File: src/rtl/mips_pkg.sv
// Shared definitions for the multicycle MIPS controller: FSM states, opcode/funct codes,
// ALU and load-type encodings, and the instruction-class bundle from decode to the FSM.
package mips_pkg;

    typedef enum logic [2:0] {
        ST_FETCH  = 3'd0,
        ST_DECODE = 3'd1,
        ST_EXEC   = 3'd2,
        ST_MULDIV = 3'd3,
        ST_MEM    = 3'd4,
        ST_WB     = 3'd5,
        ST_HALT   = 3'd6
    } state_t;

    typedef struct packed {
        logic alu;
        logic branch;
        logic jump;
        logic link;
        logic load;
        logic store;
        logic muldiv;
    } iclass_t;

    localparam logic [5:0] OP_RTYPE = 6'h00, OP_REGIMM = 6'h01, OP_J    = 6'h02, OP_JAL   = 6'h03;
    localparam logic [5:0] OP_BEQ   = 6'h04, OP_BNE    = 6'h05, OP_BLEZ = 6'h06, OP_BGTZ  = 6'h07;
    localparam logic [5:0] OP_ADDI  = 6'h08, OP_ADDIU  = 6'h09, OP_SLTI = 6'h0a, OP_SLTIU = 6'h0b;
    localparam logic [5:0] OP_ANDI  = 6'h0c, OP_ORI    = 6'h0d, OP_XORI = 6'h0e, OP_LUI   = 6'h0f;
    localparam logic [5:0] OP_LB    = 6'h20, OP_LH     = 6'h21, OP_LWL  = 6'h22, OP_LW    = 6'h23;
    localparam logic [5:0] OP_LBU   = 6'h24, OP_LHU    = 6'h25, OP_LWR  = 6'h26;
    localparam logic [5:0] OP_SB    = 6'h28, OP_SH     = 6'h29, OP_SW   = 6'h2b;

    localparam logic [5:0] FN_SLL  = 6'h00, FN_SRL  = 6'h02, FN_SRA   = 6'h03, FN_SLLV  = 6'h04;
    localparam logic [5:0] FN_SRLV = 6'h06, FN_SRAV = 6'h07, FN_JR    = 6'h08, FN_JALR  = 6'h09;
    localparam logic [5:0] FN_MFHI = 6'h10, FN_MFLO = 6'h12, FN_MULT  = 6'h18, FN_MULTU = 6'h19;
    localparam logic [5:0] FN_DIV  = 6'h1a, FN_DIVU = 6'h1b, FN_ADD   = 6'h20, FN_ADDU  = 6'h21;
    localparam logic [5:0] FN_SUB  = 6'h22, FN_SUBU = 6'h23, FN_AND   = 6'h24, FN_OR    = 6'h25;
    localparam logic [5:0] FN_XOR  = 6'h26, FN_NOR  = 6'h27, FN_SLT   = 6'h2a, FN_SLTU  = 6'h2b;

    localparam int ALU_OP_W = 5;
    localparam logic [ALU_OP_W-1:0] ALU_ADD  = 5'd0,  ALU_SUB   = 5'd1,  ALU_AND  = 5'd2;
    localparam logic [ALU_OP_W-1:0] ALU_OR   = 5'd3,  ALU_XOR   = 5'd4,  ALU_NOR  = 5'd5;
    localparam logic [ALU_OP_W-1:0] ALU_SLT  = 5'd6,  ALU_SLTU  = 5'd7,  ALU_SLL  = 5'd8;
    localparam logic [ALU_OP_W-1:0] ALU_SRL  = 5'd9,  ALU_SRA   = 5'd10, ALU_SLLV = 5'd11;
    localparam logic [ALU_OP_W-1:0] ALU_SRLV = 5'd12, ALU_SRAV  = 5'd13, ALU_LUI  = 5'd14;
    localparam logic [ALU_OP_W-1:0] ALU_MFHI = 5'd15, ALU_MFLO  = 5'd16, ALU_MULT = 5'd17;
    localparam logic [ALU_OP_W-1:0] ALU_MULTU = 5'd18, ALU_DIV  = 5'd19, ALU_DIVU = 5'd20;
    localparam logic [ALU_OP_W-1:0] ALU_BEQ  = 5'd21, ALU_BNE   = 5'd22, ALU_BLEZ = 5'd23;
    localparam logic [ALU_OP_W-1:0] ALU_BGTZ = 5'd24, ALU_BLTZ  = 5'd25, ALU_BGEZ = 5'd26;

    localparam logic [2:0] LD_W = 3'd0, LD_B = 3'd1, LD_BU = 3'd2, LD_H = 3'd3;
    localparam logic [2:0] LD_HU = 3'd4, LD_WL = 3'd5, LD_WR = 3'd6;

endpackage

File: src/rtl/mc_decode.sv
// Instruction decode: op/funct/rt -> datapath selects and instruction class.
// Latency: combinational, zero cycles.
// Backpressure: none; outputs follow the IR fields directly.
module mc_decode
    import mips_pkg::*;
(
    input  logic [5:0]          op,
    input  logic [5:0]          funct,
    input  logic [4:0]          dest,
    output iclass_t             cls,
    output logic                alusrc,
    output logic                regdst1,
    output logic                regdst2,
    output logic                memtoreg1,
    output logic                memtoreg2,
    output logic                jump,
    output logic                jump1,
    output logic [ALU_OP_W-1:0] alu_op,
    output logic [2:0]          loadcontrol
);

    always_comb begin
        cls         = '0;
        alusrc      = 1'b0;
        regdst1     = 1'b0;
        regdst2     = 1'b0;
        memtoreg1   = 1'b0;
        memtoreg2   = 1'b0;
        jump        = 1'b0;
        jump1       = 1'b0;
        alu_op      = ALU_ADD;
        loadcontrol = LD_W;
        case (op)
            OP_RTYPE: begin
                regdst1 = 1'b1;
                cls.alu = 1'b1;
                case (funct)
                    FN_SLL:          alu_op = ALU_SLL;
                    FN_SRL:          alu_op = ALU_SRL;
                    FN_SRA:          alu_op = ALU_SRA;
                    FN_SLLV:         alu_op = ALU_SLLV;
                    FN_SRLV:         alu_op = ALU_SRLV;
                    FN_SRAV:         alu_op = ALU_SRAV;
                    FN_MFHI:         alu_op = ALU_MFHI;
                    FN_MFLO:         alu_op = ALU_MFLO;
                    FN_ADD, FN_ADDU: alu_op = ALU_ADD;
                    FN_SUB, FN_SUBU: alu_op = ALU_SUB;
                    FN_AND:          alu_op = ALU_AND;
                    FN_OR:           alu_op = ALU_OR;
                    FN_XOR:          alu_op = ALU_XOR;
                    FN_NOR:          alu_op = ALU_NOR;
                    FN_SLT:          alu_op = ALU_SLT;
                    FN_SLTU:         alu_op = ALU_SLTU;
                    FN_JR: begin
                        cls   = '0;
                        cls.jump = 1'b1;
                        jump  = 1'b1;
                        jump1 = 1'b1;
                    end
                    FN_JALR: begin
                        cls       = '0;
                        cls.link  = 1'b1;
                        jump      = 1'b1;
                        jump1     = 1'b1;
                        memtoreg2 = 1'b1;
                    end
                    FN_MULT, FN_MULTU, FN_DIV, FN_DIVU: begin
                        cls        = '0;
                        cls.muldiv = 1'b1;
                        alu_op     = ALU_MULT + ALU_OP_W'(funct[1:0]);
                    end
                    default: cls = '0;
                endcase
            end
            OP_ADDI, OP_ADDIU, OP_SLTI, OP_SLTIU, OP_ANDI, OP_ORI, OP_XORI, OP_LUI: begin
                cls.alu = 1'b1;
                alusrc  = 1'b1;
                case (op)
                    OP_SLTI:  alu_op = ALU_SLT;
                    OP_SLTIU: alu_op = ALU_SLTU;
                    OP_ANDI:  alu_op = ALU_AND;
                    OP_ORI:   alu_op = ALU_OR;
                    OP_XORI:  alu_op = ALU_XOR;
                    OP_LUI:   alu_op = ALU_LUI;
                    default:  alu_op = ALU_ADD;
                endcase
            end
            OP_LB, OP_LH, OP_LWL, OP_LW, OP_LBU, OP_LHU, OP_LWR: begin
                cls.load  = 1'b1;
                alusrc    = 1'b1;
                memtoreg1 = 1'b1;
                case (op)
                    OP_LB:   loadcontrol = LD_B;
                    OP_LBU:  loadcontrol = LD_BU;
                    OP_LH:   loadcontrol = LD_H;
                    OP_LHU:  loadcontrol = LD_HU;
                    OP_LWL:  loadcontrol = LD_WL;
                    OP_LWR:  loadcontrol = LD_WR;
                    default: loadcontrol = LD_W;
                endcase
            end
            OP_SB, OP_SH, OP_SW: begin
                cls.store = 1'b1;
                alusrc    = 1'b1;
            end
            OP_BEQ:  begin cls.branch = 1'b1; alu_op = ALU_BEQ;  end
            OP_BNE:  begin cls.branch = 1'b1; alu_op = ALU_BNE;  end
            OP_BLEZ: begin cls.branch = 1'b1; alu_op = ALU_BLEZ; end
            OP_BGTZ: begin cls.branch = 1'b1; alu_op = ALU_BGTZ; end
            OP_REGIMM: begin
                // rt picks bltz/bgez (and their -al forms, whose link is not taken here)
                if (dest[3:1] == 3'b000) begin
                    cls.branch = 1'b1;
                    alu_op     = dest[0] ? ALU_BGEZ : ALU_BLTZ;
                end
            end
            OP_J: begin
                cls.jump = 1'b1;
                jump     = 1'b1;
            end
            OP_JAL: begin
                cls.link  = 1'b1;
                jump      = 1'b1;
                regdst2   = 1'b1;
                memtoreg2 = 1'b1;
            end
            default: cls = '0;
        endcase
    end

endmodule

File: src/rtl/mc_controller.sv
// Multicycle MIPS control FSM: fetch/decode/exec/(muldiv|mem)/wb sequencing and datapath enables.
// Latency: ALU 4, load 5, store 4, branch/jump 3, mult/div 2+MULDIV_CYCLES cycles (no wait states).
// Backpressure: FETCH and MEM hold with strobes stable while waitrequest is high.
module mc_controller
    import mips_pkg::*;
#(
    parameter int MULDIV_CYCLES = 4,
    parameter int ALU_W         = 5
) (
    input  logic             clk,
    input  logic             rst_n,
    input  logic [5:0]       op,
    input  logic [5:0]       funct,
    input  logic [4:0]       dest,
    input  logic             zero,
    input  logic             waitrequest,
    input  logic             pc_next_zero,
    output logic             mem_read,
    output logic             mem_write,
    output logic             ir_write,
    output logic             pc_write,
    output logic             regwrite,
    output logic             alusrc,
    output logic             regdst1,
    output logic             regdst2,
    output logic             memtoreg1,
    output logic             memtoreg2,
    output logic             jump,
    output logic             jump1,
    output logic [ALU_W-1:0] alucontrol,
    output logic [2:0]       loadcontrol,
    output logic             hi_lo_write,
    output logic             active,
    output logic [2:0]       state_o
);

    localparam int CNT_W = (MULDIV_CYCLES > 1) ? $clog2(MULDIV_CYCLES) : 1;
    localparam logic [CNT_W-1:0] CNT_LAST = CNT_W'(MULDIV_CYCLES - 1);

    state_t               state_q, state_d;
    logic [CNT_W-1:0]     cnt_q, cnt_d;
    logic                 halt_pend_q, halt_pend_d;
    iclass_t              cls;
    logic                 dec_alusrc, dec_regdst1, dec_regdst2, dec_memtoreg1, dec_memtoreg2;
    logic                 dec_jump, dec_jump1;
    logic [ALU_OP_W-1:0]  dec_alu_op;
    logic [2:0]           dec_loadcontrol;
    logic                 sel_en;

    mc_decode u_decode (
        .op          (op),
        .funct       (funct),
        .dest        (dest),
        .cls         (cls),
        .alusrc      (dec_alusrc),
        .regdst1     (dec_regdst1),
        .regdst2     (dec_regdst2),
        .memtoreg1   (dec_memtoreg1),
        .memtoreg2   (dec_memtoreg2),
        .jump        (dec_jump),
        .jump1       (dec_jump1),
        .alu_op      (dec_alu_op),
        .loadcontrol (dec_loadcontrol)
    );

    always_ff @(posedge clk or negedge rst_n) begin
        if (!rst_n) begin
            state_q     <= ST_FETCH;
            cnt_q       <= '0;
            halt_pend_q <= 1'b0;
        end else begin
            state_q     <= state_d;
            cnt_q       <= cnt_d;
            halt_pend_q <= halt_pend_d;
        end
    end

    always_comb begin
        state_d     = state_q;
        cnt_d       = cnt_q;
        halt_pend_d = halt_pend_q;
        mem_read    = 1'b0;
        mem_write   = 1'b0;
        ir_write    = 1'b0;
        pc_write    = 1'b0;
        regwrite    = 1'b0;
        hi_lo_write = 1'b0;
        case (state_q)
            ST_FETCH: begin
                mem_read = 1'b1;
                if (!waitrequest) begin
                    ir_write = 1'b1;
                    pc_write = 1'b1;
                    state_d  = ST_DECODE;
                end
            end
            ST_DECODE: state_d = cls.muldiv ? ST_MULDIV : ST_EXEC;
            ST_EXEC: begin
                state_d = ST_FETCH;
                if (cls.branch) begin
                    pc_write = zero;
                end else if (cls.jump) begin
                    pc_write = 1'b1;
                end else if (cls.link) begin
                    // link write still happens; a zero PC halts only after WB
                    pc_write    = 1'b1;
                    halt_pend_d = pc_next_zero;
                    state_d     = ST_WB;
                end else if (cls.load || cls.store) begin
                    state_d = ST_MEM;
                end else if (cls.alu) begin
                    state_d = ST_WB;
                end
            end
            ST_MULDIV: begin
                if (cnt_q == CNT_LAST) begin
                    hi_lo_write = 1'b1;
                    cnt_d       = '0;
                    state_d     = ST_FETCH;
                end else begin
                    cnt_d = cnt_q + CNT_W'(1);
                end
            end
            ST_MEM: begin
                mem_read  = cls.load;
                mem_write = cls.store;
                if (!waitrequest) begin
                    state_d = cls.load ? ST_WB : ST_FETCH;
                end
            end
            ST_WB: begin
                regwrite    = 1'b1;
                halt_pend_d = 1'b0;
                state_d     = halt_pend_q ? ST_HALT : ST_FETCH;
            end
            default: state_d = ST_HALT;
        endcase
        if (pc_write && pc_next_zero && (state_d != ST_WB)) begin
            state_d = ST_HALT;
        end
    end

    // selects are only meaningful while an instruction is in flight past fetch
    assign sel_en      = (state_q != ST_FETCH) && (state_q != ST_HALT);
    assign alusrc      = sel_en & dec_alusrc;
    assign regdst1     = sel_en & dec_regdst1;
    assign regdst2     = sel_en & dec_regdst2;
    assign memtoreg1   = sel_en & dec_memtoreg1;
    assign memtoreg2   = sel_en & dec_memtoreg2;
    assign jump        = sel_en & dec_jump;
    assign jump1       = sel_en & dec_jump1;
    assign alucontrol  = sel_en ? ALU_W'(dec_alu_op) : '0;
    assign loadcontrol = sel_en ? dec_loadcontrol : LD_W;
    assign active      = (state_q != ST_HALT);
    assign state_o     = state_q;

endmodule
File: config.mk
export PLATFORM = sky130hd
export DESIGN_NAME = mc_controller
export DESIGN_NICKNAME = d
export VERILOG_FILES = /design/src/rtl/mips_pkg.sv /design/src/rtl/mc_decode.sv /design/src/rtl/mc_controller.sv
export SDC_FILE = /design/constraint.sdc
export NUM_CORES = 1
export LEC_CHECK = 0
export CAP_MARGIN = 10
export CORE_MARGIN = 10
export CORE_UTILIZATION = 40
export CTS_BUF_LIST = sky130_fd_sc_hd__clkbuf_4
export DETAILED_ROUTE_END_ITERATION = 12
export GPL_TIMING_DRIVEN = 0
export HOLD_SLACK_MARGIN = 0.1
export PLACE_DENSITY_LB_ADDON = 0.05
export SYNTH_ARGS = -nofsm -noshare
export SYNTH_HDL_FRONTEND = slang
export SYNTH_HIERARCHICAL = 1
export SYNTH_SLANG_ARGS = --single-unit
File: constraint.sdc
create_clock -name clk -period 5.2 [get_ports clk]
set_input_delay 1.04 -clock clk [delete_from_list [all_inputs] [get_ports clk]]
set_output_delay 1.04 -clock clk [all_outputs]
set_load 0.1 [all_outputs]
# Word-level counts from Yosys, hierarchy flattened
# Cells that the tools add are included.
dict set report word_totals {
  ff_bits 6
  wordCells 148
  out_inout_bits 25
  inputBits 22
}
dict set report op_classes {
  n_eq_ne 59
  bitwise_logic 7
  add_sub_neg 2
  n_reduce_logical 21
  muxes 56
}
# cell count
set op_table {}
lappend op_table {{equality test 6 bit (second input constant)} 20}
lappend op_table {{case mux 5 bit (16 select lines)} 1}
lappend op_table {{equality test 6 x 4 -> 1 bit (second input constant)} 10}
lappend op_table {{equality test 6 x 3 -> 1 bit (second input constant)} 7}
lappend op_table {{2-to-1 mux 3 bit} 13}
lappend op_table {{equality test 6 x 5 -> 1 bit (second input constant)} 6}
lappend op_table {{case mux 3 bit (6 select lines)} 2}
lappend op_table {{OR reduction 18 bit} 2}
lappend op_table {{case mux 5 bit (7 select lines)} 1}
lappend op_table {{case mux 7 bit (4 select lines)} 1}
lappend op_table {{equality test 6 x 2 -> 1 bit (second input constant)} 4}
lappend op_table {{case mux 4 bit (6 select lines)} 1}
lappend op_table {{2-to-1 mux 1 bit} 22}
lappend op_table {{case mux 1 bit (2 select lines)} 10}
lappend op_table {{zero test 6 bit} 2}
lappend op_table {{2-to-1 mux 5 bit} 2}
lappend op_table {{OR reduction 4 bit} 2}
lappend op_table {{OR reduction 8 bit} 1}
lappend op_table {{AND 1 bit} 7}
lappend op_table {{OR reduction 7 bit} 1}
lappend op_table {{equality test 3 x 2 -> 1 bit (second input constant)} 2}
lappend op_table {{equality test 3 bit (second input constant)} 2}
lappend op_table {{equality test 6 x 1 -> 1 bit (second input constant)} 1}
lappend op_table {{zero test 3 bit} 2}
lappend op_table {{15 further kinds} 23}

# Logic depth before layout (Yosys ltp)
# Gate-level depths: netlist of run 1.
dict set report depth {
  ltp_word 13
  ltp_mapped 11
  ltp_nobuf 10
}

# By module
# Netlist of run 1, hierarchy kept.
# mod cells_per_inst area_per_inst_um2 seq_area_each_um2 instances
set by_module_without_submodules {}
lappend by_module_without_submodules {mc_decode 129 778.2 0.0 1}
lappend by_module_without_submodules {mc_controller 76 585.6 150.1 1}

# Worst setup path after synthesis of run 1
# OpenSTA, ideal clock, no wires.
dict set report synth_timing {
  path_kind {input-to-output}
  from {input port op[5]}
  to {output port pc_write}
  cell_stages 9
  n_path_buf 1
  slack_ns -0.077
  required_ns 4.160
  arrival_time_ns 4.237
  path_cell_list {or2_4 -> or3_4 -> or3_4 -> or4_4 -> o22ai_1 -> buf_4 -> or3_1 -> a31oi_2 -> nor2_1}
}
# item line_no
set synth_lines {}
lappend synth_lines {{start: declaration} mc_controller.sv:12} ;# input logic [5:0] op,
lappend synth_lines {{end: declaration} mc_controller.sv:21} ;# output logic pc_write,

==> results.toml, run 1 <==
[place]
place_ws_ns = -0.7292
hpwl_um = 3403
portBuffers = 42
placed_cells = 293
gp_congestion = 0.8463

[yosys]
ys.warnings.count = 6
synth_ff_type = "dfrtp_1"
netlist-cell-type-count = 56
synth-edff-count = 0
avgSynthCellArea_sq_um = 6.653
synth_cells = 205
syn_nets = 232
yosys_register_bits = 6
postSynth.asyncResetShare_pct = 100.0
netlist_area_sq_um = 1364
ys_seq_area_share_pct = 11.01

[floorplan]
num_io_pins = 47
floorplan.initialDensity_pct = 41.19
rows = 21
die_h_um = 78.39
die_x_um = 78.39
dieArea_sq_um = 6145
coreArea_sq_um = 3311

[critical_path]
critPathLaunchType = "input port"
path_delay_family = "simple AND/OR/NAND/NOR gates"
crit_arrival_ns = 4.04
end_kind = "primary output"
required_ns = 4.16
path_class = "in2out"
startpoint = "op[5]"
cp.buffers_inverters = 3
worstReg2RegStart = "state_o[1]"
slowest_delay_ns = 0.51
path_cells = "clkdlybuf4s50_1, or2_4, or3_4, or3_4, or4_4, o22ai_1, buf_4, or3_1, a31oi_2, nor2_2, buf_4"
critPathSlowestCell = "or4_4"
critPathMaxFanout = 5

[clock_network]
hold_buffers = 0
cts_inserted_buffers = 3
cts.path.max_buffers = 2
clkLatencyLatePin_ns = 0.24
cts_tree = "yes"
clkSinkCount = 6
cts-root-buf = "clkbuf_4"
cts_setup_buffers = 0
cts.clk_slew.worst_paths_ns = 0.04
htree_levels = 1

[route]
drt_iter0_markers = 129
drc = 0
vias_per_cell = 5.416
wl_um = 4190
num_vias = 1603
wl_per_cell_um = 14.16
ant_nets = 0
dr.pass1.iters = 4

[sta]
slew_viol_final = 0
max_freq_mhz = 196.8
finalCritPeriodShare_pct = 97.70
rsz0062_at_grt = "no"
fin_crit_ns = 5.081
hold_viol = 0
fin_ws_ns = 0.1194
finalClockSkew_ns = 0.0006003
fin_setup_tns_ns = 0
relSlewSlack_pct = 34.26
setup_violations = 0
worst_pin_slew_ns = 0.9830

[power]
p_seq_share_pct = 12.3
p_comb_share_pct = 81.5
p_sw_share_pct = 64.72
leakagePower_nw = 0.7377
power_frac_clock_pct = 6.2
p_switching_mw = 0.4160
internal_power_mw = 0.2268
vdd_drop_max_mv = 0.2989
p_per_area_nw_per_um2 = 348.0

[status]
outcome = "finished, final reports clean"

[grt]
grt_overflow_total = 0
grt_pass1_wl_um = 6955
antenna_found_initial = 0
grt_pass1_vias = 1564
grt_max_degree = 11
track_usage_pct = 13.06

[cells_and_area]
n_antenna_cell = 0
fin_util_pct = 55.78
nFillCells = 369
drive_above_1_share_pct = 12.00
nNetsFinal = 279
multi_input_area_sq_um = 1096
seqCellArea_sq_um = 150.1
synthToLayoutAreaGrowth_pct = 35.41
stdcell_count = 296

[min_path]
min-delay-start = "cnt_q[1]"
min_path_type = "reg2reg"

[run]
maxCapViolCount = 0
-- final timing paths --
check / end / slack (ns) / depth (start not counted)
max: pc_write / 0.12 / 11
min: cnt_q[1] / 0.49 / 1
max reg2reg: state_o[0] / 3.79 / 4
min reg2reg: cnt_q[1] / 0.49 / 1
max in group asynchronous: cnt_q[1] / 3.95 / 1
min in group asynchronous: halt_pend_q / 1.04 / 1
-- cells in the final DEF, fill, tap and decap left out, types with 3 or more instances in the layout --
master,instances
o21ai_0,8
nand2_1,21
buf_4,4
a21oi_1,11
clkbuf_4,3
nor2_1,16
nor4_1,3
nand2b_1,7
nor2b_1,23
nor3_1,10
clkbuf_2,6
o22ai_1,3
inv_1,11
clkdlybuf4s50_1,32
ha_1,5
nor4b_1,3
mux2i_1,3
o221ai_1,3
nand3_1,6
dfrtp_1,6
clkbuf_1,10
-- stage by stage --
step                hold WS, ns  instance area [sq um]  power (mW)
floorplan                0.4684                   1366      0.4838
global placement         0.4806                   1844      0.6090
detailed placement       0.4901                   1844      0.6090
CTS                      0.4991                   1862      0.6493
global route             0.5432                   1847      0.6852
finish                   0.4922                   1847      0.6427
-- power by group through the flow --
| stage | Combinational (mW) | Clock [mW] | Sequential, mW |
|---|---|---|---|
| after floorplan | 0.339 | 0 | 0.144 |
| final | 0.524 | 0.0399 | 0.0792 |
| after global routing | 0.558 | 0.0441 | 0.0834 |
| after detailed placement | 0.529 | 0 | 0.0797 |
| after global placement | 0.529 | 0 | 0.0798 |
| after CTS | 0.527 | 0.0426 | 0.0794 |
-- Yosys cell counts (3+ instances only) --
| cell | instances | share of area, % |
|---|---|---|
| nor3_1 | 10 | 3.7 |
| o221ai_1 | 3 | 1.9 |
| nor4_1 | 3 | 1.4 |
| nor4b_1 | 3 | 1.9 |
| o21ai_0 | 8 | 2.9 |
| nor2_1 | 17 | 4.7 |
| nand3_1 | 6 | 2.2 |
| inv_1 | 11 | 3.0 |
| nand2b_1 | 7 | 3.2 |
| clkbuf_1 | 10 | 2.8 |
| dfrtp_1 | 6 | 11 |
| buf_4 | 3 | 1.7 |
| o22ai_1 | 3 | 1.4 |
| nor2b_1 | 23 | 11 |
| a21oi_1 | 11 | 4.0 |
| mux2i_1 | 3 | 2.2 |
| nand2_1 | 21 | 5.8 |
| ha_1 | 5 | 4.6 |
-- registers in the layout (all words and copies together) (netlist names) --
name / flops
cnt_q: 2
halt_pend_q: 1
state_o: 3
-- area by class of cell --
type | instances | area share [%]
buffer | 17 | 4.268
multi-input combinational | 171 | 59.35
sequential | 6 | 8.130
clock buffer | 3 | 1.220
inverter | 11 | 2.236
tap | 46 | 3.117
timing repair buffer | 42 | 21.68
-- per-layer routing --
metal / track usage, % / vias up / wire (um)
met1: 16.84 / 724 / 2022
met5: 0 / - / 0
met3: 2.847 / 4 / 227
met2: 20.89 / 45 / 1905
met4: 4.480 / 0 / 33
li1: - / 830 / -
-- timing repair --
item,4_1_cts,5_1_grt
pin swaps,0,0
endpoints found under the setup margin,8,7
resized for setup,18,11
-- cells by family after synthesis --
family | count (synthesis) | synth area share [%]
buffers and inverters | 28 | 8.807
AO/OA/AOI/OAI | 53 | 27.43
adder cells (fa/ha/maj) | 5 | 4.587
multiplexers | 4 | 3.028
AND/OR/NAND/NOR | 107 | 43.85
XOR/XNOR | 2 | 1.285
flip-flops | 6 | 11.01
(Power assumes the default switching activity.)
==> run 2, diff against run 1 <==
==> constraint.sdc (replaced) <==
create_clock -name clk -period 4.97 [get_ports clk]
set_input_delay 0.994 -clock clk [delete_from_list [all_inputs] [get_ports clk]]
set_output_delay 0.994 -clock clk [all_outputs]
set_load 0.1 [all_outputs]
==> results.toml, run 2 (synthesized netlist as in run 1, its figures left out) <==
[status]
outcome = "finished, final reports clean"

[grt]
grt_overflow_total = 0
track_usage_pct = 13.00
grt_pass1_wl_um = 6982
grt_pass1_vias = 1503
antenna_found_initial = 0
grt_max_degree = 11

[critical_path]
cp.buffers_inverters = 3
end_kind = "primary output"
critPathMaxFanout = 5
critPathSlowestCell = "or4_4"
required_ns = 3.98
path_cells = "clkdlybuf4s50_1, or2_4, or3_4, or3_4, or4_4, o22ai_2, buf_4, or3_1, a31oi_2, nor2_2, buf_12"
critPathLaunchType = "input port"
path_class = "in2out"
crit_arrival_ns = 3.86
slowest_delay_ns = 0.53
crit_top_cell = "or3_4"
path_delay_family = "simple AND/OR/NAND/NOR gates"

[sta]
fin_crit_ns = 4.858
max_freq_mhz = 205.8
finalCritPeriodShare_pct = 97.75
worst_pin_slew_ns = 0.9811
rsz0062_at_grt = "yes"
setup_violations = 0
fin_setup_tns_ns = 0
relSlewSlack_pct = 34.39
finalClockSkew_ns = 0.007785
slew_viol_final = 0
hold_viol = 0

[clock_network]
cts_inserted_buffers = 3
cts.clk_slew.worst_paths_ns = 0.04
htree_levels = 1
clkSinkCount = 6
cts_resized = 23
cts_setup_buffers = 0
clkLatencyLatePin_ns = 0.25
cts-root-buf = "clkbuf_4"
cts.path.max_buffers = 2
cts_tree = "yes"
hold_buffers = 0

[floorplan]
num_io_pins = 47
rows = 21
coreArea_sq_um = 3311
die_h_um = 78.39
die_x_um = 78.39
floorplan.initialDensity_pct = 41.19
dieArea_sq_um = 6145

[cells_and_area]
synthToLayoutAreaGrowth_pct = 37.98
largest_reg_flops = 3
layout_commonest_cell = "clkdlybuf4s50_1"
layout_common_cells = "30 x clkdlybuf4s50_1, 23 x nor2b_1, 21 x nand2_1, 16 x nor2_1"
n_antenna_cell = 0
fin_util_pct = 56.84
nNetsFinal = 279
drive_above_1_share_pct = 13.20
design_area_sq_um = 1882

[route]
wl_per_cell_um = 14.02
drc = 0
num_vias = 1586
dr_wl_met2_um = 1884
wl_met1_um = 1955
dr.pass1.iters = 4
met3_length_um = 280
vias_per_cell = 5.358
top_layer = "met4"
drt_iter0_markers = 152
ant_nets = 0
wl_um = 4149

[power]
vdd_drop_max_mv = 0.3727
p_per_area_nw_per_um2 = 369.1
leakagePower_nw = 0.7724

[run]
maxCapViolCount = 0

[min_path]
min_path_type = "reg2reg"

[place]
portBuffers = 42
place_area_sq_um = 1856
gp_congestion = 0.8667
hpwl_um = 3350
[run 2: per-layer routing]
metal / vias to the layer above / track usage [%]
li1: 822 / -
met1: 719 / 17.20
met2: 41 / 20.56
met3: 4 / 3.531
met4: 0 / 2.688
met5: - / 0
[run 2: metrics by stage]
stage	total power, mW	hold WS (ns)	instances	setup WS, ns
6_report	0.6946	0.4974	296	0.1117
5_1_grt	0.7344	0.5125	296	-0.006782
4_1_cts	0.6989	0.4999	296	0.001140
3_5_place_dp	0.6442	0.4906	293	-0.8753
3_3_place_gp	0.6456	0.4772	293	-0.8907
2_1_floorplan	0.5125	0.4684	205	0.01470
[run 2: worst register-to-register path, delay by kind of cell, from the launching register on]
family                 cells  cell delay [ns]
AND/OR/NAND/NOR            1             0.10
buffers and inverters      2             0.64
AO/OA/AOI/OAI              2             0.24
flip-flops                 1             0.35
[run 2: cell type report]
class                   instances  area, sq um
multi-input cells             171         1114
fillers                       349         1429
clock buffers                   3        22.52
inverters                      11        41.29
plain buffers                  17        78.83
repair buffers                 42        417.9
flip-flops and latches          6        150.1
well taps                      46        57.56
[run 2: path summary, 6_finish.rpt]
kind / startpoint / endpoint / slack, ns / cells past startpoint
worst max-delay path: op[4] / pc_write / 0.11 / 11
worst min-delay path: cnt_q[1] / cnt_q[1] / 0.50 / 1
worst max register to register: state_o[2] / state_o[1] / 3.54 / 5
worst min register to register: cnt_q[1] / cnt_q[1] / 0.50 / 1
max in group asynchronous: rst_n / cnt_q[0] / 3.75 / 1
min in group asynchronous: rst_n / halt_pend_q / 0.99 / 1
[run 2: power by group]
part	leakage (nW)	total (mW)	internal, mW	switching, mW
registers	0.0769	0.0844	0.0672	0.0171
clock network	0.0138	0.0463	0.0274	0.0189
logic	0.682	0.564	0.153	0.411
